`config.mk`:
```
export PLATFORM = sky130hd
export DESIGN_NAME = alu_issue
export DESIGN_NICKNAME = d
export VERILOG_FILES = /design/src/rtl/alu_issue.sv
export SDC_FILE = /design/constraint.sdc
export NUM_CORES = 1
export LEC_CHECK = 0
export CELL_PAD_IN_SITES_DETAIL_PLACEMENT = 1
export CELL_PAD_IN_SITES_GLOBAL_PLACEMENT = 1
export CORE_MARGIN = 2
export CORE_UTILIZATION = 25
export CTS_BUF_LIST = sky130_fd_sc_hd__clkbuf_8
export CTS_CLUSTER_SIZE = 16
export DETAILED_ROUTE_END_ITERATION = 8
export HOLD_SLACK_MARGIN = 0.08
export PLACE_DENSITY_LB_ADDON = 0.12
export SLEW_MARGIN = 20
export SYNTH_ARGS = -nofsm -noshare
export SYNTH_HDL_FRONTEND = slang
export SYNTH_SLANG_ARGS = --single-unit
```
`constraint.sdc`:
```
create_clock -name clk -period 3.7 [get_ports clk]
set_input_delay 0.37 -clock clk [delete_from_list [all_inputs] [get_ports clk]]
set_output_delay 0.37 -clock clk [all_outputs]
set_load 0.02 [all_outputs]
```
`src/rtl/alu_issue.sv`:
```
// Request FIFO plus issue sequencer that drives the ALU operand registers and returns results.
// Latency: request accepted in cycle 0, operands on ALUControl/rs/rt in cycle 2, rsp_valid in cycle 3.
// Backpressure: req_ready low at DEPTH pending; a held response stalls issue until rsp_ready.

// Generic single-clock FIFO: registered occupancy, no write-to-read bypass.
module alu_issue_fifo #(
  parameter int W     = 8,
  parameter int DEPTH = 4
) (
  input  logic                     clk,
  input  logic                     reset,
  input  logic                     push,
  input  logic [W-1:0]             push_dat,
  input  logic                     pop,
  output logic [W-1:0]             pop_dat,
  output logic [$clog2(DEPTH):0]   count
);
  localparam int AW = $clog2(DEPTH);

  logic [W-1:0]  mem [DEPTH];
  logic [AW-1:0] wr_ptr;
  logic [AW-1:0] rd_ptr;

  assign pop_dat = mem[rd_ptr];

  // Storage is never reset; only pointers and count define what is valid.
  always_ff @(posedge clk) begin
    if (push) begin
      mem[wr_ptr] <= push_dat;
    end
  end

  // Pointers wrap naturally at DEPTH (power of two); count tracks push/pop.
  always_ff @(posedge clk) begin
    if (reset) begin
      wr_ptr <= '0;
      rd_ptr <= '0;
      count  <= '0;
    end else begin
      if (push) wr_ptr <= wr_ptr + 1'b1;
      if (pop)  rd_ptr <= rd_ptr + 1'b1;
      case ({push, pop})
        2'b10:   count <= count + 1'b1;
        2'b01:   count <= count - 1'b1;
        default: count <= count;
      endcase
    end
  end
endmodule

module alu_issue #(
  parameter int WIDTH = 32,
  parameter int DEPTH = 4
) (
  input  logic                     clk,
  input  logic                     reset,
  input  logic                     req_valid,
  output logic                     req_ready,
  input  logic [3:0]               req_op,
  input  logic [WIDTH-1:0]         req_a,
  input  logic [WIDTH-1:0]         req_b,
  output logic [3:0]               ALUControl,
  output logic [WIDTH-1:0]         rs,
  output logic [WIDTH-1:0]         rt,
  input  logic [WIDTH-1:0]         ALUresult,
  output logic                     rsp_valid,
  input  logic                     rsp_ready,
  output logic [WIDTH-1:0]         rsp_result,
  output logic                     rsp_zero,
  output logic [$clog2(DEPTH):0]   pending
);
  localparam int AW = $clog2(DEPTH);
  localparam logic [AW:0] FULL_CNT = (AW+1)'(DEPTH);

  typedef struct packed {
    logic [3:0]       op;
    logic [WIDTH-1:0] a;
    logic [WIDTH-1:0] b;
  } req_t;

  typedef enum logic [1:0] {IDLE, EXEC, RESP} state_t;

  state_t state;
  state_t state_nxt;
  logic   fifo_push;
  logic   fifo_pop;
  logic   fifo_empty;
  req_t   push_req;
  req_t   head;

  assign req_ready  = !reset && (pending != FULL_CNT);
  assign fifo_push  = req_valid && req_ready;
  assign fifo_empty = (pending == '0);
  assign push_req   = '{op: req_op, a: req_a, b: req_b};

  alu_issue_fifo #(.W($bits(req_t)), .DEPTH(DEPTH)) u_fifo (
    .clk      (clk),
    .reset    (reset),
    .push     (fifo_push),
    .push_dat (push_req),
    .pop      (fifo_pop),
    .pop_dat  (head),
    .count    (pending)
  );

  // Next state and pop decision; RESP can hand straight to EXEC to sustain one op per 2 cycles.
  always_comb begin
    state_nxt = state;
    fifo_pop  = 1'b0;
    case (state)
      IDLE: begin
        if (!fifo_empty) begin
          fifo_pop  = 1'b1;
          state_nxt = EXEC;
        end
      end
      EXEC: state_nxt = RESP;
      RESP: begin
        if (rsp_ready) begin
          if (!fifo_empty) begin
            fifo_pop  = 1'b1;
            state_nxt = EXEC;
          end else begin
            state_nxt = IDLE;
          end
        end
      end
      default: state_nxt = IDLE;
    endcase
  end

  // State register.
  always_ff @(posedge clk) begin
    if (reset) state <= IDLE;
    else       state <= state_nxt;
  end

  // Operand registers load on pop and otherwise hold; result is captured at the end of EXEC.
  always_ff @(posedge clk) begin
    if (reset) begin
      ALUControl <= '0;
      rs         <= '0;
      rt         <= '0;
      rsp_valid  <= 1'b0;
      rsp_result <= '0;
      rsp_zero   <= 1'b0;
    end else begin
      if (fifo_pop) begin
        ALUControl <= head.op;
        rs         <= head.a;
        rt         <= head.b;
      end
      if (state == EXEC) begin
        rsp_result <= ALUresult;
        rsp_zero   <= ~|ALUresult;
        rsp_valid  <= 1'b1;
      end else if (state == RESP && rsp_ready) begin
        rsp_valid  <= 1'b0;
      end
    end
  end
endmodule

```
# Yosys cells after proc, flatten, opt, wreduce, memory -nomap -nowiden
# Memories as Yosys holds them, arrays and structs flattened. A register that Yosys moved wholly into a read port is not among the register bits.
# Index checks and enable logic that the tools add are counted.
[word_totals] mem_bits_rw=272 out_inout_bits=106 n_memories=1 inputBits=104 reg_bits=43
[memory_table] name="u_fifo.mem" depth=4 width=68 rd=1 rd_clocked_by_memory_dff=1 write_ports=1 line="20" source="logic [W-1:0] mem [DEPTH];"
[classes] n_reduce_logical=11 n_eq_ne=7 n_mux=12 n_addsub=4
[ops] op="OR reduction 32 bit" n=1
[ops] op="two-way mux 1 bit" n=7
[ops] op="case mux 2 bit (3 select lines)" n=1
[ops] op="case mux 3 bit (2 select lines)" n=1
[ops] op="adder 2 x 1 -> 2 bit, second input constant" n=2
[ops] op="== test 2 x 1 -> 1 bit, second input constant" n=2
[ops] op="== test 2 bit, second input constant" n=2
[ops] op="two-way mux 2 bit" n=2
[ops] op="inequality test 2 bit, second input constant" n=2
[ops] op="nonzero test 2 bit" n=2
[ops] op="adder 3 x 1 -> 3 bit, second input constant" n=1
[ops] op="logical AND 1 bit" n=3
[ops] op="zero test 3 bit" n=1
[ops] op="inequality test 3 bit, second input constant" n=1
[ops] op="subtractor 3 x 1 -> 3 bit, second input constant" n=1
[ops] op="zero test 1 bit" n=2
[ops] op="zero test 2 bit" n=1
[ops] op="case mux 1 bit (2 select lines)" n=1
[ops] op="AND reduction 2 bit" n=1

# Longest topological paths before layout
[depth] ltp_word=6 ltp_mapped=11 mapped_depth_nobuf=9

# Modules after synthesis
# Synthesis repeated with hierarchy kept, for this count alone.
[unflattened] cells_unflattened=901 hier_area_um2=14498.9
[modules_own_cells] mod="alu_issue_fifo" seq_area_each_um2=8348.0 cells_per_inst=401 instances=1 area_per_inst_um2=10258.6
[modules_own_cells] mod="alu_issue" seq_area_each_um2=2082.0 cells_per_inst=500 instances=1 area_per_inst_um2=4240.3

# Least setup slack after synthesis
# Ideal clock, no wire load.
[synth_path] path_kind="register to register" startpoint="reg u_fifo.count[0]" endpoint="mem u_fifo.mem[1][0] (netlist name), enable pin" period_less_slack_ns=3.107 stages_incl_launch_ff=4 t_arrival_ns=2.674 required_ns=3.267 slack_ns=0.593 cell_sequence="dfxtp_1 nor2_1 a211oi_2 and2_1"
[synth_via] elab_chain_len=5
[synth_rtl] item="from (decl)" line="16" source="output logic [$clog2(DEPTH):0] count"
[synth_rtl] item="from (signal assigned)" line="43" source="2'b10: count <= count + 1'b1;"
[synth_rtl] item="from (signal assigned)" line="44" source="2'b01: count <= count - 1'b1;"
[synth_rtl] item="from (signal assigned)" line="45" source="default: count <= count;"
[synth_rtl] item="inequality test 3 bit" line="91" source="assign req_ready = !reset && (pending != FULL_CNT);"
[synth_rtl] item="logical AND 1 bit" line="91"
[synth_rtl] item="logical AND 1 bit" line="92" source="assign fifo_push = req_valid && req_ready;"
[synth_rtl] item="two-way mux 1 bit" line="28" source="if (push) begin"
[synth_rtl] item="two-way mux 1 bit (implied by the code)" line="29" source="mem[wr_ptr] <= push_dat;"
[synth_rtl] item="to (decl)" line="20"
# No other way between the ends.

# Final worst setup path
[layout_path] startpoint="reg u_fifo.count[0]" endpoint="out req_ready"
[layout_via] elab_chain_len=2
[layout_rtl] item="inequality test 3 bit" line="91"
[layout_rtl] item="logical AND 1 bit" line="91"
[layout_rtl] item="to (decl)" line="58" source="output logic req_ready,"
# No other way between the ends.

==> tab_implementation.tex <==
\begin{tabular}{lr}
\hline
Metric & Value \\
\hline
\multicolumn{2}{l}{\textbf{Outcome}} \\
Outcome & finished clean \\
\multicolumn{2}{l}{\textbf{Global routing}} \\
Vias in the first global route & 8818 \\
Maximum number of pins on one net before global-route repair & 75 \\
Antenna violations before repair & 6 \\
Wire length of the first global-routing pass & 55.4 mm \\
Global routing usage summed across all routing layers & 13.2\% \\
GRT Residual Overflow & 0 \\
\multicolumn{2}{l}{\textbf{Power}} \\
LEAKAGE & 5.92 nW \\
Power density cells & 717 mW/mm\^{}2 \\
Total power & 13.0 mW \\
Worst voltage drop across the vdd grid & 0.367 mV \\
\multicolumn{2}{l}{\textbf{Clock network}} \\
Clock Tree Root & sky130\_fd\_sc\_hd\_\_clkbuf\_8 \\
PostCTS Resize Cnt & 0 \\
Worst skew pair latency & 0.61 ns \\
Clock H-tree levels & 3 \\
Maximum number of buffers from clock root to sink & 3 \\
Post-CTS setup repair buffer count & 0 \\
Number of clock sinks & 383 \\
TritonCTS clock tree & done \\
Clock-pin slew reported for the worst setup and hold paths after clock tree synthesis & 0.05 ns \\
Total clock buffers created by CTS & 73 \\
Hold Buf Count CTS & 0 \\
\multicolumn{2}{l}{\textbf{Setup path}} \\
Worst Reg-to-Reg Cells & 9 \\
End of the worst register-to-register path & u\_fifo.count[2] \\
Crit path kind & reg -> out \\
R2R Path Start & u\_fifo.count[0] \\
Startpoint kind of the worst setup timing path & flip-flop \\
Required time worst endpoint & 3.33 ns \\
Signal arrival time at the worst endpoint & 1.95 ns \\
Element type at the critical path end & output pin \\
CP Max Fanout & 5 \\
Flop2flop setup slack & 1.42 ns \\
\multicolumn{2}{l}{\textbf{Worst hold path}} \\
Hold Startpoint & reset \\
Class of the most critical hold timing path & in -> reg \\
Count of cells along the worst hold path & 2 \\
Worst hold path endpoint & u\_fifo.rd\_ptr[1] \\
\multicolumn{2}{l}{\textbf{STA}} \\
TNS Setup & 0 ns \\
Relative slew margins & 31.2\% \\
Smallest setup slack after layout & 1.38 ns \\
FMAX & 0.432 GHz \\
Portion of the clock cycle consumed by the worst path in the final layout & 62.6\% \\
Setup violators final & 0 \\
Count of endpoints failing hold in the final timing report & 0 \\
Unrepaired setup endpoints after global routing & no \\
Clock period minus final worst setup slack & 2.32 ns \\
Number of pins with negative max-slew slack in the final report & 0 \\
Tightest Pin Transition & 1.03 ns \\
Worst clock skew & 0.0277 ns \\
\multicolumn{2}{l}{\textbf{Yosys}} \\
Number of enable flip-flop cells after synthesis & 272 \\
Sequential fraction of the synthesis area & 75.2\% \\
FFs w/ async S/R, synth & 0\% \\
Post-Synthesis Cells & 867 \\
Unique cell type count in the Yosys netlist & 30 \\
Syn avg cell area & 15.9 um\^{}2 \\
\#FFs+latches synth & 383 \\
Synth Cell Area & 0.0138 mm\^{}2 \\
Most common flop cell mapped by yosys & sky130\_fd\_sc\_hd\_\_edfxtp\_1 \\
Post-synth net total & 977 \\
Number of warnings printed during yosys synthesis & 0 \\
\multicolumn{2}{l}{\textbf{Cells and area}} \\
Count of nets after finishing & 1225 \\
Growth of design area from synthesis to finish & 31.0\% \\
Count of placed standard cells in the final layout, fillers left out & 1876 \\
Layout Cell Area excl Fill & 0.0181 mm\^{}2 \\
Fraction of layout cells with a size suffix above 1 & 15.5\% \\
Most frequent cells in the layout & sky130\_fd\_sc\_hd\_\_edfxtp\_1 (272), sky130\_fd\_sc\_hd\_\_clkdlybuf4s50\_1 (208), sky130\_fd\_sc\_hd\_\_nand2\_1 (201), sky130\_fd\_sc\_hd\_\_dfxtp\_1 (109), sky130\_fd\_sc\_hd\_\_a21oi\_1 (104) \\
Most frequent standard cell in the layout excluding fill and tap cells & sky130\_fd\_sc\_hd\_\_edfxtp\_1 \\
\multicolumn{2}{l}{\textbf{Placement}} \\
Post-placement setup slack & 1.02 ns \\
Final RePlAce weighted congestion & 0.684 \\
Post-placement cell area & 0.0168 mm\^{}2 \\
Number of port buffers & 209 \\
\# placed instances & 1744 \\
Detailed-placement wirelength estimate & 21.3 mm \\
\multicolumn{2}{l}{\textbf{Floorplan}} \\
Area of the die & 0.0571 mm\^{}2 \\
Die width & 239 um \\
Initial Utilization & 25.2\% \\
Area of the core region & 0.0549 mm\^{}2 \\
I/O Pins & 210 \\
Cell Rows & 86 \\
Die Y-Extent & 239 um \\
\multicolumn{2}{l}{\textbf{Drt}} \\
Routed len/inst & 20.0 um \\
1st-iter DRT viols & 288 \\
DRC violations left & 0 \\
Post-detailed-route via-to-cell ratio & 4.34 \\
Via count of the routed design & 8141 \\
Final ANT Viol Nets & 0 \\
DRT Wirelength & 37.5 mm \\
Number of iterations in the first detailed-routing pass & 4 \\
\multicolumn{2}{l}{\textbf{Job}} \\
Count of maximum capacitance violations & 0 \\
\hline
\end{tabular}
-- registers in the layout (all words and copies together) (netlist names), 2 cells and up --
name and count:
ALUControl 4, rsp_result 32, u_fifo.wr_ptr 2, state 2, u_fifo.rd_ptr 2, u_fifo.count 3
rt 32, rs 32, u_fifo.mem 272
-- area by class of cell --
class | count | area, um^2
antenna | 1 | 2.50
clock buffer | 78 | 1070
clock inverter | 53 | 241
fill | 5747 | 36800
inverter | 8 | 31.3
multi-input combinational | 424 | 3180
sequential | 383 | 10400
tap | 704 | 881
timing repair buffer | 225 | 2280
-- worst max-delay path by stage --
stage,from,endpoint,slack [ns],cells after the start
global route,u_fifo.count[0],u_fifo.count[2],1.20,9
CTS,u_fifo.count[0],req_ready,1.26,3
floorplan,u_fifo.count[0],u_fifo.mem[1][0],0.59,3
detailed placement,req_valid,u_fifo.mem[3][13],1.02,5
finish,u_fifo.count[0],req_ready,1.38,3
global placement,req_valid,u_fifo.mem[1][46],1.04,5
-- kinds of logic (layout without fill, tap and decap cells) --
kind of cell    count (synthesis)  in the layout  synth area share (%)
flops                         383            383                  75.2
simple gates                  236            236                  6.88
fa+ha+maj                       6              6                 0.598
buf+inv                        60            364                  1.85
xor+xnor                        5              5                 0.317
mux                            68             68                  11.1
other cells                     0              1                     0
compound gates                109            109                  4.04
-- metrics by stage --
stage	hold slack [ns]	utilization (%)
6_report	0.223	33.0
2_1_floorplan	0.469	-
3_3_place_gp	0.442	30.6
3_5_place_dp	0.448	30.6
4_1_cts	0.166	33.0
5_1_grt	0.218	33.0
-- cell usage after synthesis (all sizes together) (3+ instances only) --
library cell  count  area (um^2)
and2              4         25.0
nor2             10         37.5
xnor2             3         26.3
nor4              7         43.8
nand2           201          754
clkbuf           29          109
inv               8         30.0
edfxtp          272         8170
mux4             68         1530
dfxtp           111         2220
buf              23          116
a21oi           104          521
ha                5         62.6
-- report_power, final --
part | switching, mW | total (mW) | leakage [nW] | internal, mW
combinational | 2.00 | 3.59 | 1.72 | 1.59
clock | 1.75 | 3.75 | 0.825 | 2.00
sequential | 0.429 | 5.63 | 3.38 | 5.20
-- worst max-delay path, stage by stage, from the launching register on --
cell and delay [ns]:
sky130_fd_sc_hd__dfxtp_1 0.42, sky130_fd_sc_hd__nor2_1 0.10, sky130_fd_sc_hd__a21oi_1 0.17, sky130_fd_sc_hd__clkdlybuf4s50_1 0.65
-- layer usage --
metal	routed length (um)	part of all wire, %	track usage (%)	up-vias
met5	63	0.17	0	-
met4	841	2.2	5.25	10
met3	2340	6.2	4.04	70
met2	17800	47	21.4	205
met1	16400	44	16.4	4125
li1	-	-	-	3731
Note: power is estimated with default switching activity, not from simulation.
